### config.mk
export PLATFORM = sky130hd
export DESIGN_NAME = lynx_ioctl_loader_flat
export DESIGN_NICKNAME = d
export VERILOG_FILES = /design/src/rtl/lynx_ioctl_pkg.sv /design/src/rtl/lynx_ioctl_loader_if.sv /design/src/rtl/ioctl_fifo.sv /design/src/rtl/lynx_ioctl_loader.sv /design/src/flat_wrapper.sv
export SDC_FILE = /design/constraint.sdc
export NUM_CORES = 1
export LEC_CHECK = 0
export ABC_AREA = 1
export CORE_UTILIZATION = 50
export CTS_BUF_LIST = sky130_fd_sc_hd__clkbuf_16
export DETAILED_ROUTE_END_ITERATION = 16
export HOLD_SLACK_MARGIN = 0.1
export PLACE_DENSITY = 0.75
export SLEW_MARGIN = 0
export SYNTH_ARGS = -nofsm -noshare
export SYNTH_HDL_FRONTEND = slang
export SYNTH_SLANG_ARGS = --single-unit
### constraint.sdc
create_clock -name clk_sys -period 8.21 [get_ports clk_sys]
set_clock_uncertainty 0.2 [all_clocks]
set_input_delay 2.463 -clock clk_sys [delete_from_list [all_inputs] [get_ports clk_sys]]
set_output_delay 2.463 -clock clk_sys [all_outputs]
set_load 0.005 [all_outputs]
### src/rtl/lynx_ioctl_pkg.sv
// Shared types and constants for the Lynx48 ioctl download loader.
// Holds the loader state enum and the ioctl_index slot numbers.
package lynx_ioctl_pkg;

  typedef enum logic [1:0] {
    S_IDLE,
    S_LOAD,
    S_DRAIN,
    S_DONE
  } loader_state_t;

  localparam logic [7:0] IDX_ROM  = 8'd0;
  localparam logic [7:0] IDX_TAP  = 8'd1;
  localparam logic [7:0] IDX_SNAP = 8'd2;

  localparam int IOCTL_AW = 25;

endpackage

### src/rtl/lynx_ioctl_loader_if.sv
// HPS ioctl byte stream plus the core memory write port.
// master: sender/memory side; slave: the loader.
interface lynx_ioctl_loader_if
  import lynx_ioctl_pkg::*;
#(
  parameter int ADDR_W = 16
);

  logic                ioctl_download;
  logic                ioctl_wr;
  logic [IOCTL_AW-1:0] ioctl_addr;
  logic [7:0]          ioctl_dout;
  logic [7:0]          ioctl_index;
  logic                ioctl_wait;

  logic                mem_req;
  logic                mem_ack;
  logic [ADDR_W-1:0]   mem_addr;
  logic [7:0]          mem_data;

  modport master (
    output ioctl_download, ioctl_wr, ioctl_addr,
    output ioctl_dout, ioctl_index, mem_ack,
    input  ioctl_wait, mem_req, mem_addr, mem_data
  );

  modport slave (
    input  ioctl_download, ioctl_wr, ioctl_addr,
    input  ioctl_dout, ioctl_index, mem_ack,
    output ioctl_wait, mem_req, mem_addr, mem_data
  );

endinterface

### src/rtl/ioctl_fifo.sv
// Synchronous show-ahead FIFO; rdata_o is the head entry.
// Ports: push/pop/wdata in, rdata/full/empty/count out.
module ioctl_fifo #(
  parameter  int W     = 8,
  parameter  int DEPTH = 4,
  localparam int AW    = $clog2(DEPTH)
) (
  input  logic         clk_i,
  input  logic         rst_i,
  input  logic         push_i,
  input  logic         pop_i,
  input  logic [W-1:0] wdata_i,
  output logic [W-1:0] rdata_o,
  output logic         full_o,
  output logic         empty_o,
  output logic [AW:0]  count_o
);

  localparam logic [AW-1:0] PONE  = AW'(1);
  localparam logic [AW:0]   CONE  = (AW+1)'(1);
  localparam logic [AW:0]   FULLV = (AW+1)'(DEPTH);

  logic [W-1:0]  mem_q [DEPTH];
  logic [AW-1:0] wptr_q, rptr_q;
  logic [AW:0]   cnt_q, cnt_d;
  logic          do_push, do_pop;

  assign empty_o = cnt_q == '0;
  assign full_o  = cnt_q == FULLV;
  assign count_o = cnt_q;
  assign rdata_o = mem_q[rptr_q];

  // A pop frees the slot, so a push into a full FIFO is taken too.
  assign do_pop  = pop_i & ~empty_o;
  assign do_push = push_i & (~full_o | do_pop);

  always_comb begin
    cnt_d = cnt_q;
    unique case ({do_push, do_pop})
      2'b10:   cnt_d = cnt_q + CONE;
      2'b01:   cnt_d = cnt_q - CONE;
      default: ;
    endcase
  end

  always_ff @(posedge clk_i) begin
    if (rst_i) begin
      wptr_q <= '0;
      rptr_q <= '0;
      cnt_q  <= '0;
    end else begin
      if (do_push) wptr_q <= wptr_q + PONE;
      if (do_pop)  rptr_q <= rptr_q + PONE;
      cnt_q <= cnt_d;
    end
  end

  always_ff @(posedge clk_i) begin
    if (do_push) mem_q[wptr_q] <= wdata_i;
  end

endmodule

### src/rtl/lynx_ioctl_loader.sv
// ioctl download sink: filters by index, buffers bytes, replays to memory.
// Ports: clk_sys/reset, bus (ioctl + mem port), busy/done/count/errors.
module lynx_ioctl_loader
  import lynx_ioctl_pkg::*;
#(
  parameter logic [7:0]        INDEX  = IDX_TAP,
  parameter int                ADDR_W = 16,
  parameter logic [ADDR_W-1:0] BASE   = '0,
  parameter int                DEPTH  = 4
) (
  input  logic                clk_sys,
  input  logic                reset,
  lynx_ioctl_loader_if.slave  bus,
  output logic                busy,
  output logic                done,
  output logic [IOCTL_AW-1:0] byte_count,
  output logic                overflow,
  output logic                range_err
);

  localparam int EW = ADDR_W + 8;
  localparam int CW = $clog2(DEPTH) + 1;
  localparam logic [CW-1:0] ONE      = CW'(1);
  localparam logic [CW-1:0] WAIT_LVL = CW'(DEPTH - 1);

  loader_state_t       state_q;
  logic                dl_q, blk_q, wait_q;
  logic                ovf_q, rerr_q;
  logic [IOCTL_AW-1:0] cnt_q;

  logic                rise, idx_ok, in_rng, acc;
  logic                push, pop, full, empty;
  logic [CW-1:0]       fcnt, fcnt_d;
  logic [ADDR_W-1:0]   waddr;
  logic [EW-1:0]       head;

  // blk_q masks a download still held high across reset.
  assign rise   = bus.ioctl_download & ~dl_q & ~blk_q;
  assign idx_ok = bus.ioctl_index == INDEX;
  assign in_rng = (bus.ioctl_addr >> ADDR_W) == '0;
  assign acc    = (state_q == S_LOAD) & bus.ioctl_wr & idx_ok;
  assign pop    = bus.mem_req & bus.mem_ack;
  assign push   = acc & in_rng & (~full | pop);
  assign waddr  = bus.ioctl_addr[ADDR_W-1:0] + BASE;

  ioctl_fifo #(.W(EW), .DEPTH(DEPTH)) u_fifo (
    .clk_i   (clk_sys),
    .rst_i   (reset),
    .push_i  (push),
    .pop_i   (pop),
    .wdata_i ({waddr, bus.ioctl_dout}),
    .rdata_o (head),
    .full_o  (full),
    .empty_o (empty),
    .count_o (fcnt)
  );

  always_comb begin
    fcnt_d = fcnt;
    unique case ({push, pop})
      2'b10:   fcnt_d = fcnt + ONE;
      2'b01:   fcnt_d = fcnt - ONE;
      default: ;
    endcase
  end

  always_ff @(posedge clk_sys) begin
    if (reset) begin
      state_q <= S_IDLE;
      dl_q    <= 1'b0;
      blk_q   <= 1'b1;
      wait_q  <= 1'b0;
      cnt_q   <= '0;
      ovf_q   <= 1'b0;
      rerr_q  <= 1'b0;
    end else begin
      dl_q <= bus.ioctl_download;
      if (!bus.ioctl_download) blk_q <= 1'b0;
      wait_q <= fcnt_d >= WAIT_LVL;
      if (push) cnt_q <= cnt_q + 25'd1;
      if (acc & in_rng & full & ~pop) ovf_q <= 1'b1;
      if (acc & ~in_rng) rerr_q <= 1'b1;
      unique case (state_q)
        S_IDLE: if (rise & idx_ok) begin
          state_q <= S_LOAD;
          cnt_q   <= '0;
          ovf_q   <= 1'b0;
          rerr_q  <= 1'b0;
        end
        S_LOAD:  if (!bus.ioctl_download) state_q <= S_DRAIN;
        S_DRAIN: if (empty) state_q <= S_DONE;
        S_DONE:  state_q <= S_IDLE;
        default: state_q <= S_IDLE;
      endcase
    end
  end

  // Head is masked so the port reads zero when nothing is queued.
  assign bus.mem_req    = ~empty;
  assign {bus.mem_addr, bus.mem_data} = empty ? '0 : head;
  assign bus.ioctl_wait = wait_q;

  assign busy       = state_q != S_IDLE;
  assign done       = state_q == S_DONE;
  assign byte_count = cnt_q;
  assign overflow   = ovf_q;
  assign range_err  = rerr_q;

endmodule

### src/flat_wrapper.sv
// flat-port wrapper written by rule: the top's interface ports become plain ports
module lynx_ioctl_loader_flat import lynx_ioctl_pkg::*;
#(
  parameter logic [7:0]        INDEX  = IDX_TAP,
  parameter int                ADDR_W = 16,
  parameter logic [ADDR_W-1:0] BASE   = '0,
  parameter int                DEPTH  = 4
)
  (clk_sys, reset, busy, done, byte_count, overflow, range_err, bus_ioctl_download, bus_ioctl_wr, bus_ioctl_addr, bus_ioctl_dout, bus_ioctl_index, bus_mem_ack, bus_ioctl_wait, bus_mem_req, bus_mem_addr, bus_mem_data);
  lynx_ioctl_loader_if #(.ADDR_W(ADDR_W)) bus_i ();
  input  logic clk_sys;
  input  logic reset;
  output logic busy;
  output logic done;
  output logic [IOCTL_AW-1:0] byte_count;
  output logic overflow;
  output logic range_err;
  input wire logic [$bits(bus_i.ioctl_download)-1:0] bus_ioctl_download;
  input wire logic [$bits(bus_i.ioctl_wr)-1:0] bus_ioctl_wr;
  input wire logic [$bits(bus_i.ioctl_addr)-1:0] bus_ioctl_addr;
  input wire logic [$bits(bus_i.ioctl_dout)-1:0] bus_ioctl_dout;
  input wire logic [$bits(bus_i.ioctl_index)-1:0] bus_ioctl_index;
  input wire logic [$bits(bus_i.mem_ack)-1:0] bus_mem_ack;
  output wire logic [$bits(bus_i.ioctl_wait)-1:0] bus_ioctl_wait;
  output wire logic [$bits(bus_i.mem_req)-1:0] bus_mem_req;
  output wire logic [$bits(bus_i.mem_addr)-1:0] bus_mem_addr;
  output wire logic [$bits(bus_i.mem_data)-1:0] bus_mem_data;
  assign bus_i.ioctl_download = bus_ioctl_download;
  assign bus_i.ioctl_wr = bus_ioctl_wr;
  assign bus_i.ioctl_addr = bus_ioctl_addr;
  assign bus_i.ioctl_dout = bus_ioctl_dout;
  assign bus_i.ioctl_index = bus_ioctl_index;
  assign bus_i.mem_ack = bus_mem_ack;
  assign bus_ioctl_wait = bus_i.ioctl_wait;
  assign bus_mem_req = bus_i.mem_req;
  assign bus_mem_addr = bus_i.mem_addr;
  assign bus_mem_data = bus_i.mem_data;
  lynx_ioctl_loader #(.INDEX(INDEX), .ADDR_W(ADDR_W), .BASE(BASE), .DEPTH(DEPTH)) u_core (.clk_sys(clk_sys), .reset(reset), .bus(bus_i), .busy(busy), .done(done), .byte_count(byte_count), .overflow(overflow), .range_err(range_err));
endmodule
==> impl_metrics.tcl <==
set metrics [dict create \
    synth_largest_area_cell "edfxtp_1" \
    synth_area_sq_mm 0.006374 \
    postCtsSetupBuffers 0 \
    setup_violations 0 \
    power.density_mw_per_mm2 263.7 \
    syn_nets 784 \
    final_nets 884 \
    num_rows 40 \
    p_leak_nw 3.042 \
    cts_resized 0 \
    drive_gt1_frac 0.06017 \
    diodes 0 \
    ys_ff_latch 137 \
    drtIter0Drc 371 \
    yosys.area.top_type_share 0.4523 \
    vias_per_cell 5.175 \
    ff_latch_area_sq_mm 0.003705 \
    path_class "reg -> out" \
    met3_usage 0.05588 \
    max-cap-violations 0 \
    vias 5170 \
    synth_flop_cell "edfxtp_1" \
    port-buffer-count 100 \
    synth-edff-count 96 \
    syn_inst 721 \
    synthTopCellsByCount "nor2_1 (180), nand2_1 (146), edfxtp_1 (96)" \
    area_growth_syn_to_layout_pct 26.91 \
    async_flop_share 0 \
    cts_sinks 137 \
    nFillCells 1010 \
    dr.pass1.iters 5 \
    wl_per_cell_microns 14.76 \
    cts_hold_buf 0 \
    gr-total-overflow 0 \
    core_sq_mm 0.01221 \
    cts_htree_levels 4 \
    worstSkewPairLatency_ps 420 \
    grt_busiest_layer "met2" \
    drt_wl_total_microns 14740 \
    required_ps 5550 \
    slew_headroom 0.3651 \
    grt_util_all_layers 0.2389 \
    hp-class "reg -> reg" \
    synth_cell_types 33 \
    layout.cells.non_filler 999 \
    synthTopCellsByArea "edfxtp_1 (45%), dfxtp_1 (13%), nor2_1 (11%), nand2_1 (8.6%), o21ai_0 (4.2%)" \
    dp.cells 970 \
    io-pin-count 101 \
    gr-usage-met2 0.4225 \
    start_kind "flop" \
    drv_slew 0 \
    root_buffer "clkbuf_16" \
    finalSetupTns_ps 0 \
    yosys_warnings 0 \
    rsz0062_at_grt "no" \
    crit_arrival_ps 3140 \
    antenna_found_initial 0 \
    syn_area_per_cell_sq_um 8.840 \
    grt.met1_usage 0.2831 \
    period_minus_slack_ps 5803 \
    first_global_vias 5177 \
    synth_most_common_cell "nor2_1" \
    cts_max_path_buffers 2 \
    ir_worst_vdd_v 0.0001219 \
    die-height_microns 114.9 \
    drc 0 \
    multi_input_area_sq_mm 0.002316 \
    critical_path.max_fanout 25 \
    cts_buffers 17 \
    gp_congestion 0.8479 \
    finalHoldViolCount 0 \
    max_freq_ghz 0.1723 \
    seq_area_frac_synth 0.5811 \
    worstSetupEndpointType "output port" \
    status "finished, final reports clean" \
    grt_first_pass_wirelength_microns 24250 \
    place_hpwl_microns 9523 \
    dieArea_sq_mm 0.01320 \
    path_clk_slew_ps 50 \
    tightestPinTransition_ps 951.1 \
    antenna_left 0 \
    die_w_microns 114.9 \
    start_util 0.5219 \
    cts_tree "yes" \
    grt_max_degree 50 \
    finalCritPeriodShare 0.7068 \
]
## final timing paths
path / start / endpoint / slack, ps / cells past startpoint
worst min register to register: u_core.blk_q / u_core.blk_q / 240 / 2
worst min-delay path: u_core.blk_q / u_core.blk_q / 240 / 2
worst max register to register: u_core.u_fifo.count_o[0] / u_core.bus.ioctl_wait / 5420 / 7
worst max-delay path: flop / bus_mem_addr[15] / 2410 / 5
## power breakdown
part | internal (mW) | switching [mW]
combinational | 0.288 | 0.300
clock | 0.466 | 0.268
sequential | 0.759 | 0.0520
## cells by family (layout without fill, tap and decap cells)
family / after synthesis / in the layout / synth area share
AO/OA/AOI/OAI: 94 / 94 / 0.07578
XOR/XNOR: 14 / 14 / 0.01924
adder cells (fa/ha/maj): 17 / 17 / 0.03337
buffers and inverters: 90 / 200 / 0.05712
flip-flops: 137 / 137 / 0.5811
multiplexers: 1 / 1 / 0.001571
AND/OR/NAND/NOR: 368 / 368 / 0.2318
## final cells by class
type	instances	area share
clock inverter	12	0.01717
inverter	64	0.02970
sequential	137	0.4580
tap	168	0.02599
multi-input combinational	494	0.2863
clock buffer	17	0.05259
timing repair buffer	107	0.1302
## cells in the final DEF (no fill, tap or decap), drive strengths merged, types with 2 or more instances in the layout
master,count
dfxtp,41
clkinv,3
clkdlybuf4s50,100
nand4,5
xnor2,2
nand3,22
nand2,148
bufinv,3
clkbuf,17
xor2,12
edfxtp,96
buf,7
inv,69
nor3,5
nor2,187
a21oi,33
o21ai,57
ha,17
## worst max-delay path, cell delays in order (launching register included)
cell and delay (ps):
dfxtp_1 940, inv_1 680, nor2_1 220, o21ai_0 100
a21oi_1 230, clkdlybuf4s50_1 550
## sequential cells by signal (all words and copies together), names as in the netlist, named ones only
name,cells
u_core.range_err,1
u_core.u_fifo.wptr_q,2
u_core.byte_count,25
u_core.u_fifo.mem_q,96
u_core.u_fifo.rptr_q,2
u_core.overflow,1
u_core.blk_q,1
u_core.bus.ioctl_wait,1
u_core.u_fifo.count_o,3
u_core.dl_q,1
u_core.state_q,2
## through the flow
step	util	instance area, sq um	setup WS (ps)	hold slack (ps)	power, mW
floorplan	-	6374	3264	215.0	1.107
global placement	0.6162	7525	2780	228.3	1.386
detailed placement	0.6162	7525	2791	235.0	1.404
CTS	0.6624	8089	2363	242.2	2.144
global route	0.6624	8089	2145	268.8	2.239
finish	0.6624	8089	2407	239.0	2.133
## routing by layer
metal  vias to the layer above  part of all wire
met3                        21             0.050
met5                         -                 0
li1                       2542                 -
met2                       197              0.50
met4                         0             0.015
met1                      2410              0.43
(Power assumes the default switching activity.)
